[src/rtl/dict_match_pipe_pkg.sv]
// Shared definitions for the dictionary matcher.
//   - calc_nb / calc_loc_w / calc_mb_w : derive byte count, index width and
//     match-length width from the top-level parameters.
//   - DEF_* localparams                : the same values for the default
//                                        32-bit x 16-entry configuration.
//   - dict_result_t                    : {match_bytes, location, zero} for
//                                        the default configuration.
//   - lead_bytes_eq                    : count of leading (MSB-first) equal
//                                        bytes from a per-byte equality vector.
package dict_pkg;

    // Largest supported word is 512 bits (64 bytes).
    localparam int MAX_NB = 64;

    function automatic int calc_nb(input int word_w);
        return word_w / 8;
    endfunction

    function automatic int calc_loc_w(input int depth);
        return $clog2(depth);
    endfunction

    function automatic int calc_mb_w(input int word_w);
        return $clog2(word_w / 8 + 1);
    endfunction

    localparam int DEF_WORD_W     = 32;
    localparam int DEF_DICT_ENTRY = 16;
    localparam int DEF_NB         = calc_nb(DEF_WORD_W);
    localparam int DEF_LOC_W      = calc_loc_w(DEF_DICT_ENTRY);
    localparam int DEF_MB_W       = calc_mb_w(DEF_WORD_W);

    typedef struct packed {
        logic [DEF_MB_W-1:0]  match_bytes;
        logic [DEF_LOC_W-1:0] location;
        logic                 zero;
    } dict_result_t;

    // eq[b] is 1 when byte b of the two words is equal; byte nb-1 is the MSB
    // byte. Counting starts at the MSB byte and stops at the first mismatch.
    function automatic int lead_bytes_eq(input logic [MAX_NB-1:0] eq, input int nb);
        int   cnt;
        logic run;
        cnt = 0;
        run = 1'b1;
        for (int b = MAX_NB - 1; b >= 0; b--) begin
            if (b < nb) begin
                if (run && eq[b]) begin
                    cnt = cnt + 1;
                end else begin
                    run = 1'b0;
                end
            end
        end
        return cnt;
    endfunction

endpackage

[src/rtl/dict_match_pipe_if.sv]
// Handshake and data bundle of the dictionary matcher.
//   input side : i_valid, o_ready, i_word
//   output side: o_valid, i_ready, o_word, o_match_bytes, o_location, o_zero
//   status     : o_dict_count
// slave  modport: the matcher itself.
// master modport: the producer/consumer environment around it.
interface dict_match_pipe_if
    import dict_pkg::*;
#(
    parameter int WORD_W     = 32,
    parameter int DICT_ENTRY = 16
);
    localparam int LOC_W = calc_loc_w(DICT_ENTRY);
    localparam int MB_W  = calc_mb_w(WORD_W);

    logic              i_valid;
    logic              o_ready;
    logic [WORD_W-1:0] i_word;
    logic              o_valid;
    logic              i_ready;
    logic [WORD_W-1:0] o_word;
    logic [MB_W-1:0]   o_match_bytes;
    logic [LOC_W-1:0]  o_location;
    logic              o_zero;
    logic [LOC_W:0]    o_dict_count;

    modport slave (
        input  i_valid, i_word, i_ready,
        output o_ready, o_valid, o_word, o_match_bytes, o_location, o_zero, o_dict_count
    );

    modport master (
        output i_valid, i_word, i_ready,
        input  o_ready, o_valid, o_word, o_match_bytes, o_location, o_zero, o_dict_count
    );
endinterface

[src/rtl/dict_match_pipe_matcher.sv]
// dict_byte_matcher: compares one word against one dictionary entry.
//   word        : candidate word
//   entry       : stored dictionary word
//   entry_valid : entry holds real data; an invalid entry reports 0
//   match_bytes : number of equal bytes counted from the MSB byte down
module dict_byte_matcher
    import dict_pkg::*;
#(
    parameter int WORD_W = 32,
    localparam int NB    = calc_nb(WORD_W),
    localparam int MB_W  = calc_mb_w(WORD_W)
) (
    input  logic [WORD_W-1:0] word,
    input  logic [WORD_W-1:0] entry,
    input  logic              entry_valid,
    output logic [MB_W-1:0]   match_bytes
);
    logic [NB-1:0]     byte_eq;
    logic [MAX_NB-1:0] byte_eq_ext;

    generate
        for (genvar gi = 0; gi < NB; gi++) begin : g_byte
            assign byte_eq[gi] = (word[gi*8 +: 8] == entry[gi*8 +: 8]);
        end
    endgenerate

    assign byte_eq_ext = MAX_NB'(byte_eq);

    always_comb begin
        match_bytes = '0;
        if (entry_valid) begin
            match_bytes = MB_W'(lead_bytes_eq(byte_eq_ext, NB));
        end
    end
endmodule

[src/rtl/dict_match_pipe.sv]
// dict_match_pipe: two-stage dictionary matcher.
//   i_clk   : clock, rising edge
//   i_reset : synchronous active-low reset (also clears result outputs)
//   i_clear : synchronous flush of dictionary and both stages
//   bus     : slave side of dict_match_pipe_if (word in, result out, count)
// S1 registers an accepted word. S2 compares it against every entry,
// registers the best match and writes the dictionary on the same edge, so
// each word sees the update made by the word before it.
module dict_match_pipe
    import dict_pkg::*;
#(
    parameter int WORD_W     = 32,
    parameter int DICT_ENTRY = 16,
    parameter int MIN_MATCH  = 2
) (
    input logic              i_clk,
    input logic              i_reset,
    input logic              i_clear,
    dict_match_pipe_if.slave bus
);
    localparam int NB    = calc_nb(WORD_W);
    localparam int LOC_W = calc_loc_w(DICT_ENTRY);
    localparam int MB_W  = calc_mb_w(WORD_W);

    // Pipeline state
    logic              s1_valid_reg;
    logic [WORD_W-1:0] s1_word_reg;
    logic              o_valid_reg;
    logic [WORD_W-1:0] o_word_reg;
    logic [MB_W-1:0]   o_mb_reg;
    logic [LOC_W-1:0]  o_loc_reg;
    logic              o_zero_reg;

    // Dictionary state
    logic [WORD_W-1:0]     dict_mem_reg [DICT_ENTRY];
    logic [DICT_ENTRY-1:0] valid_bits_reg;
    logic [LOC_W-1:0]      wp_reg;
    logic [LOC_W:0]        count_reg;

    logic advance2;
    logic ready;

    assign advance2 = ~o_valid_reg | bus.i_ready;
    assign ready    = ~s1_valid_reg | advance2;

    // Per-entry match lengths
    logic [MB_W-1:0] leaf_len [DICT_ENTRY];

    generate
        for (genvar gi = 0; gi < DICT_ENTRY; gi++) begin : g_entry
            dict_byte_matcher #(.WORD_W(WORD_W)) u_match (
                .word        (s1_word_reg),
                .entry       (dict_mem_reg[gi]),
                .entry_valid (valid_bits_reg[gi]),
                .match_bytes (leaf_len[gi])
            );
        end
    endgenerate

    // Pairwise max tree, reduced in place level by level. The left child
    // always covers lower indices, so keeping it on a tie gives the lowest
    // index among equal lengths.
    logic [MB_W-1:0]  red_len [DICT_ENTRY];
    logic [LOC_W-1:0] red_loc [DICT_ENTRY];
    logic [MB_W-1:0]  best_len;
    logic [LOC_W-1:0] best_loc;

    always_comb begin
        for (int i = 0; i < DICT_ENTRY; i++) begin
            red_len[i] = leaf_len[i];
            red_loc[i] = LOC_W'(i);
        end
        for (int w = DICT_ENTRY / 2; w >= 1; w = w / 2) begin
            for (int i = 0; i < w; i++) begin
                if (red_len[2*i+1] > red_len[2*i]) begin
                    red_len[i] = red_len[2*i+1];
                    red_loc[i] = red_loc[2*i+1];
                end else begin
                    red_len[i] = red_len[2*i];
                    red_loc[i] = red_loc[2*i];
                end
            end
        end
        best_len = red_len[0];
        best_loc = red_loc[0];
    end

    // Stage-2 result and dictionary write decision
    logic            s1_zero;
    logic [MB_W-1:0] res_mb;
    logic [LOC_W-1:0] res_loc;
    logic            do_write;

    assign s1_zero = (s1_word_reg == '0);

    always_comb begin
        res_mb  = '0;
        res_loc = '0;
        if (!s1_zero && (best_len >= MB_W'(MIN_MATCH))) begin
            res_mb  = best_len;
            res_loc = best_loc;
        end
    end

    // Full matches are already stored; zero words are never stored.
    assign do_write = s1_valid_reg & advance2 & ~s1_zero & (res_mb != MB_W'(NB));

    always_ff @(posedge i_clk) begin
        if (!i_reset) begin
            s1_valid_reg   <= 1'b0;
            s1_word_reg    <= '0;
            o_valid_reg    <= 1'b0;
            o_word_reg     <= '0;
            o_mb_reg       <= '0;
            o_loc_reg      <= '0;
            o_zero_reg     <= 1'b0;
            valid_bits_reg <= '0;
            wp_reg         <= '0;
            count_reg      <= '0;
        end else if (i_clear) begin
            s1_valid_reg   <= 1'b0;
            o_valid_reg    <= 1'b0;
            valid_bits_reg <= '0;
            wp_reg         <= '0;
            count_reg      <= '0;
        end else begin
            if (ready) begin
                s1_valid_reg <= bus.i_valid;
                if (bus.i_valid) begin
                    s1_word_reg <= bus.i_word;
                end
            end
            if (advance2) begin
                o_valid_reg <= s1_valid_reg;
                if (s1_valid_reg) begin
                    o_word_reg <= s1_word_reg;
                    o_mb_reg   <= res_mb;
                    o_loc_reg  <= res_loc;
                    o_zero_reg <= s1_zero;
                end
            end
            if (do_write) begin
                valid_bits_reg[wp_reg] <= 1'b1;
                wp_reg                 <= wp_reg + 1'b1;
                if (count_reg != (LOC_W+1)'(DICT_ENTRY)) begin
                    count_reg <= count_reg + 1'b1;
                end
            end
        end
    end

    // Word storage carries no reset; the valid bits qualify every entry.
    always_ff @(posedge i_clk) begin
        if (do_write && i_reset && !i_clear) begin
            dict_mem_reg[wp_reg] <= s1_word_reg;
        end
    end

    assign bus.o_ready       = ready;
    assign bus.o_valid       = o_valid_reg;
    assign bus.o_word        = o_word_reg;
    assign bus.o_match_bytes = o_mb_reg;
    assign bus.o_location    = o_loc_reg;
    assign bus.o_zero        = o_zero_reg;
    assign bus.o_dict_count  = count_reg;
endmodule

[src/flat_wrapper.sv]
// flat-port wrapper written by rule: the top's interface ports become plain ports
module dict_match_pipe_flat import dict_pkg::*;
#(
    parameter int WORD_W     = 32,
    parameter int DICT_ENTRY = 16,
    parameter int MIN_MATCH  = 2
)
  (i_clk, i_reset, i_clear, bus_i_valid, bus_i_word, bus_i_ready, bus_o_ready, bus_o_valid, bus_o_word, bus_o_match_bytes, bus_o_location, bus_o_zero, bus_o_dict_count);
  dict_match_pipe_if #(.WORD_W(WORD_W), .DICT_ENTRY(DICT_ENTRY)) bus_i ();
  input logic i_clk;
  input logic i_reset;
  input logic i_clear;
  input wire logic [$bits(bus_i.i_valid)-1:0] bus_i_valid;
  input wire logic [$bits(bus_i.i_word)-1:0] bus_i_word;
  input wire logic [$bits(bus_i.i_ready)-1:0] bus_i_ready;
  output wire logic [$bits(bus_i.o_ready)-1:0] bus_o_ready;
  output wire logic [$bits(bus_i.o_valid)-1:0] bus_o_valid;
  output wire logic [$bits(bus_i.o_word)-1:0] bus_o_word;
  output wire logic [$bits(bus_i.o_match_bytes)-1:0] bus_o_match_bytes;
  output wire logic [$bits(bus_i.o_location)-1:0] bus_o_location;
  output wire logic [$bits(bus_i.o_zero)-1:0] bus_o_zero;
  output wire logic [$bits(bus_i.o_dict_count)-1:0] bus_o_dict_count;
  assign bus_i.i_valid = bus_i_valid;
  assign bus_i.i_word = bus_i_word;
  assign bus_i.i_ready = bus_i_ready;
  assign bus_o_ready = bus_i.o_ready;
  assign bus_o_valid = bus_i.o_valid;
  assign bus_o_word = bus_i.o_word;
  assign bus_o_match_bytes = bus_i.o_match_bytes;
  assign bus_o_location = bus_i.o_location;
  assign bus_o_zero = bus_i.o_zero;
  assign bus_o_dict_count = bus_i.o_dict_count;
  dict_match_pipe #(.WORD_W(WORD_W), .DICT_ENTRY(DICT_ENTRY), .MIN_MATCH(MIN_MATCH)) u_core (.i_clk(i_clk), .i_reset(i_reset), .i_clear(i_clear), .bus(bus_i));
endmodule
[config.mk]
export PLATFORM = sky130hd
export DESIGN_NAME = dict_match_pipe_flat
export DESIGN_NICKNAME = d
export VERILOG_FILES = /design/src/rtl/dict_match_pipe_pkg.sv /design/src/rtl/dict_match_pipe_if.sv /design/src/rtl/dict_match_pipe_matcher.sv /design/src/rtl/dict_match_pipe.sv /design/src/flat_wrapper.sv
export SDC_FILE = /design/constraint.sdc
export NUM_CORES = 1
export LEC_CHECK = 0
export CAP_MARGIN = 20
export CORE_UTILIZATION = 40
export CTS_CLUSTER_SIZE = 12
export DETAILED_ROUTE_END_ITERATION = 10
export PLACE_DENSITY = 0.56
export SYNTH_ARGS = -nofsm -noshare
export SYNTH_HDL_FRONTEND = slang
export SYNTH_SLANG_ARGS = --single-unit
[constraint.sdc]
create_clock -name i_clk -period 24.5 [get_ports i_clk]
set_input_delay 7.35 -clock i_clk [delete_from_list [all_inputs] [get_ports i_clk]]
set_output_delay 7.35 -clock i_clk [all_outputs]
set_load 0.005 [all_outputs]
Word level (Yosys, flattened, before mapping). Memory sizes are Yosys's and may differ from the RTL's. Index checks and enable logic that the tools add are counted. W data, S select, Z words.

Input port bits: 37. Flip-flop bits (word level): 99. Memories: 1. Memory bits (writable): 512.

Memories: u_core.dict_mem_reg (depth 16, width 32, rd ports 16, clocked after Yosys merged registers in 0, wr ports 1, line dict_match_pipe.sv:35) `logic [WORD_W-1:0] dict_mem_reg [DICT_ENTRY];`.

Add/sub/neg operators: 50. Mux-type cells: 260. Reductions and logical operators: 59. Bitwise gates (word level): 11. Order comparisons: 18. Equality and inequality tests: 66.

Operator list (number): $eq A8 B8 Y1 (64); $mux W3 (130); $add A3 B2 Y3 const B (48); $mux W1 (123); $logic_and A1 B1 Y1 (52); $gt A3 B3 Y1 (15); $logic_not A32 Y1 (1); $or A16 B16 Y16 (1); $mux W2 (4); $mux W4 (2); $reduce_and A3 Y1 (2); $add A5 B1 Y5 const B (1); $lt A4 B5 Y1 const B (1); $ne A5 B5 Y1 const B (1); $not A1 Y1 (5); $add A4 B1 Y4 const B (1); $demux W1 S4 (1); $ge A4 B1 Y1 const B (1); $and A1 B1 Y1 (3); $ge A3 B2 Y1 const B (1); $ne A3 B3 Y1 const B (1); $logic_not A1 Y1 (2); $or A1 B1 Y1 (2); $reduce_and A2 Y1 (1); $reduce_or A2 Y1 (1).

Depth between registers and ports, before layout. Gate-level depths: netlist of the first run. An unclocked memory read counts as a cell.

Depth after elaboration: 30. Mapped depth: 41.

Modules after synthesis. From an unflattened synthesis of the first run, not the netlist that was laid out.

Cell total of the unflattened synthesis: 2210. Area total of the unflattened synthesis: 29871.1 um^2.

By module, submodules not included: dict_match_pipe (sequential area each 17356.6 um^2, cells each 1298, instances 1, area each 21743.4 um^2); dict_byte_matcher (sequential area each 0.0 um^2, cells each 57, instances 16, area each 508.0 um^2).

Least setup slack after synthesis of the first run. No wires, ideal clock.

Path kind: input -> output. Start: in bus_i_ready. End: out bus_o_ready. Setup slack: 9518 ps. Cell stages on the path: 2. Arrival: 7632 ps. Data required time: 17150 ps. Cells stage by stage: nor2b_1 nand2_1.

Longest elaborated chain between the ends: 2.

Ends and longest elaborated chain: start, declared (line flat_wrapper.sv:15) `input wire logic [$bits(bus_i.i_ready)-1:0] bus_i_ready;`; $or A1 B1 Y1 (line dict_match_pipe.sv:43) `assign advance2 = ~o_valid_reg | bus.i_ready;`; $or A1 B1 Y1 (line dict_match_pipe.sv:44) `assign ready = ~s1_valid_reg | advance2;`; end, declared (line flat_wrapper.sv:16) `output wire logic [$bits(bus_i.o_ready)-1:0] bus_o_ready;`.

No other way between the ends.

Worst setup path after layout of the first run. Ends and elaborated chain as after synthesis.

==> results of run 1 <==
[layout make-up]
cell class,count,area (µm²)
antenna,1,2.50
clock buffer,112,2040
clock inverter,14,223
fill,6224,37700
inverter,47,176
multi-input combinational,1425,10400
sequential,611,17400
tap,940,1180
timing repair buffer,137,1250
[path summary, 6_finish.rpt]
check	to	cells past startpoint
setup / recovery	bus_o_ready	4
hold / removal	u_core.s1_word_reg[11]	2
setup reg to reg	u_core.dict_mem_reg[8][4]	38
hold reg to reg	u_core.s1_word_reg[11]	2
[per-layer routing]
layer / wire, µm / up-vias / GRT usage
met5: 0 / - / 0
met2: 31300 / 414 / 0.307
met4: 1570 / 0 / 0.0579
met1: 33600 / 8591 / 0.280
li1: - / 8233 / -
met3: 4210 / 99 / 0.0318
[through the flow]
step / util / hold slack (ns)
after floorplan: - / 0.434
after global placement: 0.432 / 0.441
after detailed placement: 0.432 / 0.445
after CTS: 0.464 / 0.453
after global routing: 0.465 / 0.473
final: 0.465 / 0.450
[synth_stat cells, drive strengths merged, types with 5 or more instances]
cell	instances	area (µm²)
buf	68	537
and2	15	93.8
nor2	51	194
mux2	6	71.3
or2	18	113
nor2b	16	100
inv	47	176
a32o	24	240
o2111ai	7	61.3
nand4	107	669
nor4	66	413
o21a	16	120
nand2	183	687
or3	6	37.5
edfxtp	512	15400
a211oi	20	150
a32oi	8	70.1
and4	22	193
o21ai	33	165
xor2	176	1540
o211a	5	50.1
mux2i	12	124
a21o	6	45.0
a21oi	58	290
a21boi	43	323
nor3	15	75.1
and3	24	150
ha	67	838
nand2b	7	43.8
clkbuf	29	109
xnor2	336	2940
o211ai	15	113
dfxtp	99	1980
nand3	14	70.1
[critical path, delay by kind of cell]
kind | cells | cell delay [ns]
simple gates | 2 | 0.37
buf+inv | 2 | 0.86
[power groups by stage]
| stage | logic (µW) | registers, µW | clock network [µW] |
|---|---|---|---|
| floorplan | 68.1 | 1150 | 0 |
| global placement | 106 | 1150 | 0 |
| detailed placement | 108 | 1150 | 0 |
| CTS | 109 | 1130 | 1050 |
| global route | 117 | 1130 | 1090 |
| finish | 107 | 1130 | 1030 |
[cell families after synthesis]
kind of cell             Yosys count  synth area share
AO/OA/AOI/OAI                    270            0.0678
XOR/XNOR                         512             0.157
buffers and inverters            144            0.0287
AND/OR/NAND/NOR                  558             0.104
multiplexers                      18           0.00682
flip-flops                       611             0.607
adder cells (fa/ha/maj)           67            0.0293
==> out/metrics.yaml, run 1 <==
status:
  status: "finished, final reports clean"
pwr:
  powerDensity_mw_per_mm2: 69.3
  pwr-share-clk: 0.454
  swShare: 0.211
  ir_drop_mv: 0.0396
  p_seq_frac: 0.499
  combPwrFrac: 0.047
  p_leak_uw: 0.0110
  p_int_uw: 1790
  p_sw_uw: 479
  total_power_uw: 2270
place:
  port_buffers: 83
  placed_cell_area_mm2: 0.0304
  dpl.cell_count: 3159
  post-dp-hpwl_mm: 43.6
  gp_congestion: 0.856
  place_ws_ns: 8.58
cts:
  cts_inserted_buffers: 69
  clock_path_buffers: 3
  htree_levels: 3
  cts.clk_slew.worst_paths_ns: 0.05
  cts_root_buffer: "clkbuf_16"
  insertion_delay_ns: 0.60
  cts.sinks: 611
  postCtsResizedCells: 0
  cts_hold_buf: 0
  post_cts_buffers: 0
  cts_tree: "yes"
floorplan:
  die_area_mm2: 0.0726
  die_w_um: 269
  start_util: 0.406
  num_rows: 97
  core_mm2: 0.0704
  top_level_ports: 84
  die_h_um: 269
worst_setup_path:
  cp-end-kind: "primary output"
  crit-reg2reg-launch: "u_core.s1_word_reg[25]"
  regToRegSetupSlack_ns: 13.09
  cp_cell_sequence: "clkdlybuf4s50_1 > nor2b_1 > nand2_1 > clkdlybuf4s50_1"
  critPathLaunch: "bus_i_ready"
  worstPathArrival_ns: 8.58
  startpoint_type: "input port"
  cp_data_required_time_ns: 17.15
  crit_slowest_cell: "clkdlybuf4s50_1"
  crit_path_frequent_cell: "clkdlybuf4s50_1"
  worstSetupPathType: "input port to primary output"
  slowest_delay_ns: 0.46
  crit_fanout: 4
sta:
  worst_slew_pin_slew_ns: 1.12
  finalSetupTns_ns: 0
  fmax_mhz: 62.8
  fin_crit_ns: 15.93
  fin_crit_sh: 0.650
  rsz0062_at_grt: "false"
  setup_viol: 0
  finalHoldViolations: 0
  slew_violations: 0
  worst_slack_ns: 8.57
  slew_headroom: 0.254
  finClkSkew_ns: 0.0170
finish:
  final_cells: 3287
  finalInstanceArea_mm2: 0.0327
  areaGrowthSynthToFinish_pct: 14.3
  final_common_cell: "edfxtp_1"
  mostFrequentLayoutCells: "edfxtp_1 (512), xnor2_1 (336), nand2_1 (183), xor2_1 (176), nand4_1 (107)"
  drive_gt1_frac: 0.0908
  final_nets: 2395
  largest_reg_flops: 512
detailed_routing:
  firstDrtPassIters: 7
  drt-total-wl_mm: 70.7
  num_vias: 17300
  drt_iter0_drc: 1359
  drc_errors: 0
  wl_per_cell_um: 21.5
  vias_per_cell: 5.27
  ant_nets: 0
yosys:
  synth_cells: 2180
  synthesis.area_mm2: 0.0286
  synth-edff-count: 512
  synth_ff_type: "edfxtp_1"
  ys_ff_latch: 611
  async_reset_ff_frac: 0
  ys_seq_area_frac: 0.607
  syn_avg_cell_area_um2: 13.1
  synth_cell_types: 68
  synth_nets: 2284
  yosysWarnings: 0
global_routing:
  antenna_found_initial: 3
  grt_pass1_vias: 17500
  grt-ovfl-total: 0
  grt_pass1_wl_mm: 108
  grt_use_total: 0.196
  grt_max_degree: 45
min_path:
  min_from: "u_core.s1_word_reg[11]"
  hp-class: "register to register"
flow_run:
  cap_violations: 0
Power figures use the tool's default switching activity.
==> run 2: changes to the inputs <==
--- a/config.mk
+++ b/config.mk
@@ -9,7 +9,7 @@
 export CORE_UTILIZATION = 40
 export CTS_CLUSTER_SIZE = 12
 export DETAILED_ROUTE_END_ITERATION = 10
-export PLACE_DENSITY = 0.56
+export PLACE_DENSITY = 0.58
 export SYNTH_ARGS = -nofsm -noshare
 export SYNTH_HDL_FRONTEND = slang
 export SYNTH_SLANG_ARGS = --single-unit
==> constraint.sdc (replaced) <==
create_clock -name i_clk -period 14.35 [get_ports i_clk]
set_input_delay 4.305 -clock i_clk [delete_from_list [all_inputs] [get_ports i_clk]]
set_output_delay 4.305 -clock i_clk [all_outputs]
set_load 0.005 [all_outputs]
==> run 2 against run 1 <==
  * Non-clock buffer count up 7
  * Critical path depth up 35
  * Clock power up 70%
  * Sequential share of layout area about the same
  * Critical endpoint is now u_core.dict_mem_reg[14][1]
  * Largest cell class unchanged
  * Largest power group unchanged
==> out/metrics.yaml, run 2 (synthesis results as in run 1) <==
worst_setup_path:
  cp_data_required_time_ns: 14.63  # -2.52 ns
  crit_slowest_cell: "nor2_2"
  crit_fanout: 32  # +28
  worstReg2RegEnd: "u_core.dict_mem_reg[14][1]"
  regToRegSetupSlack_ns: 2.54  # -10.55 ns
  worstSetupPathType: "register to register"
  reg2reg_depth: 39  # +2.6%
  cp-end-kind: "register"
  crit-reg2reg-launch: "u_core.s1_word_reg[27]"
  startpoint_type: "register"
  crit_path_frequent_cell: "ha_1"
  worstPathArrival_ns: 12.08  # +3.50 ns
  slowest_delay_ns: 0.87  # +0.41 ns
finish:
  fill_cells: 6229  # +0.080%
  drive_gt1_frac: 0.0961  # +0.00530
  areaGrowthSynthToFinish_pct: 14.4  # about the same
  final_common_cell: "edfxtp_1"
  largest_reg_flops: 512  # unchanged
  finalInstanceArea_mm2: 0.0327  # about the same
  mostFrequentLayoutCells: "edfxtp_1 (512), xnor2_1 (336), nand2_1 (183), xor2_1 (176), nand4_1 (107)"
  final_nets: 2402  # +0.29%
sta:
  fmax_mhz: 84.7
  rsz0062_at_grt: "false"
  fin_crit_ns: 11.81
  finClkSkew_ns: 0.0247  # +0.00765 ns
  finalSetupTns_ns: 0  # unchanged
  slew_violations: 0  # unchanged
  fin_crit_sh: 0.823
  finalHoldViolations: 0  # unchanged
  slew_headroom: 0.255  # +0.00120
  worst_slew_pin_slew_ns: 1.12  # -0.00181 ns
  worst_slack_ns: 2.54  # -6.02 ns
  whs_ns: 0.458  # +0.00785 ns
  setup_viol: 0  # unchanged
detailed_routing:
  wl_per_cell_um: 22.6  # +5.3%
  vias_per_cell: 5.39  # +2.2%
  ant_nets: 0  # unchanged
  drt_iter0_drc: 1425  # +4.9%
  drc_errors: 0  # unchanged
  num_vias: 17800  # +2.5%
  firstDrtPassIters: 5  # -2
  drt-total-wl_mm: 74.6  # +5.5%
floorplan:
  start_util: 0.406  # unchanged
  die_h_um: 269  # unchanged
  core_mm2: 0.0704  # unchanged
  die_area_mm2: 0.0726  # unchanged
  num_rows: 97  # unchanged
  die_w_um: 269  # unchanged
  top_level_ports: 84  # unchanged
cts:
  cts.clk_slew.worst_paths_ns: 0.06  # about the same
  cts_tree: "yes"
  htree_levels: 3  # unchanged
  cts_root_buffer: "clkbuf_16"
  clock_path_buffers: 3  # unchanged
  cts_inserted_buffers: 69  # unchanged
  cts.sinks: 611  # unchanged
  cts_hold_buf: 0  # unchanged
  insertion_delay_ns: 0.61  # about the same
  post_cts_buffers: 0  # unchanged
  postCtsResizedCells: 0  # unchanged
place:
  place_ws_ns: 2.79  # -5.80 ns
  post-dp-hpwl_mm: 49.5  # +13%
  gp_congestion: 0.947  # +11%
  placed_cell_area_mm2: 0.0305  # +0.16%
  port_buffers: 83  # unchanged
global_routing:
  grt_max_degree: 45  # unchanged
  grt_use_total: 0.206  # +0.0101
  antenna_found_initial: 2  # -1
  grt_pass1_wl_mm: 112  # +4.4%
  grt_pass1_vias: 17500  # +0.097%
  grt-ovfl-total: 0  # unchanged
min_path:
  min_from: "u_core.bus.o_word[31]"
  hp-class: "register to register"
  hold_end: "u_core.bus.o_word[31]"
  holdPathStages: 2  # unchanged
flow_run:
  cap_violations: 0  # unchanged
pwr:
  p_leak_uw: 0.0110  # +0.16%
  powerDensity_mw_per_mm2: 118  # +71%
  ir_drop_mv: 0.0750  # +89%
status:
  status: "finished, final reports clean"
[run 2: critical path: cells and delay by family (launching register included)]
kind                     cells  cell delay (ns)
adder cells (fa/ha/maj)      5             1.52
flip-flops                   1             0.80
XOR/XNOR                     1             0.11
buffers and inverters        5             0.95
AO/OA/AOI/OAI               15             4.07
multiplexers                 1             0.44
AND/OR/NAND/NOR             12             3.51
[run 2: worst max-delay path by stage]
stage,from,to,slack [ns],depth (start not counted)
after global placement,u_core.s1_word_reg[28],u_core.dict_mem_reg[15][0],3.07,34
after detailed placement,u_core.s1_word_reg[27],u_core.dict_mem_reg[14][1],2.79,39
final,u_core.s1_word_reg[27],u_core.dict_mem_reg[14][1],2.54,39
after floorplan,u_core.s1_word_reg[15],u_core.dict_mem_reg[10][0],5.06,39
after global routing,u_core.s1_word_reg[24],u_core.dict_mem_reg[15][27],1.57,38
after CTS,u_core.s1_word_reg[27],u_core.dict_mem_reg[14][6],2.73,39
[run 2: where the power goes]
| part | switching [µW] | internal, µW |
|---|---|---|
| registers | 28.1 | 1920 |
| logic | 101 | 63.9 |
| clock network | 704 | 1050 |
| total | 834 | 3030 |
[run 2: layer usage]
metal | share of wire | global-route usage
met5 | 0 | 0
met4 | 0.023 | 0.0661
met3 | 0.064 | 0.0412
met2 | 0.44 | 0.307
met1 | 0.48 | 0.300
[run 2: per-stage QoR]
step / utilization / instances / total power, µW
detailed placement: 0.433 / 3166 / 2160
global placement: 0.433 / 3166 / 2150
floorplan: - / 2180 / 2090
global route: 0.465 / 3293 / 3990
finish: 0.465 / 3294 / 3870
CTS: 0.465 / 3291 / 3910
[run 2: area by class of cell]
cell class,count,area [µm²],share of cell area
antenna,2,5.00,0.000153
clock buffer,95,1920,0.0587
inverter,47,176,0.00539
clock inverter,30,329,0.0101
multi-input combinational,1425,10400,0.319
tap,940,1180,0.0359
sequential,611,17400,0.532
timing repair buffer,144,1280,0.0392
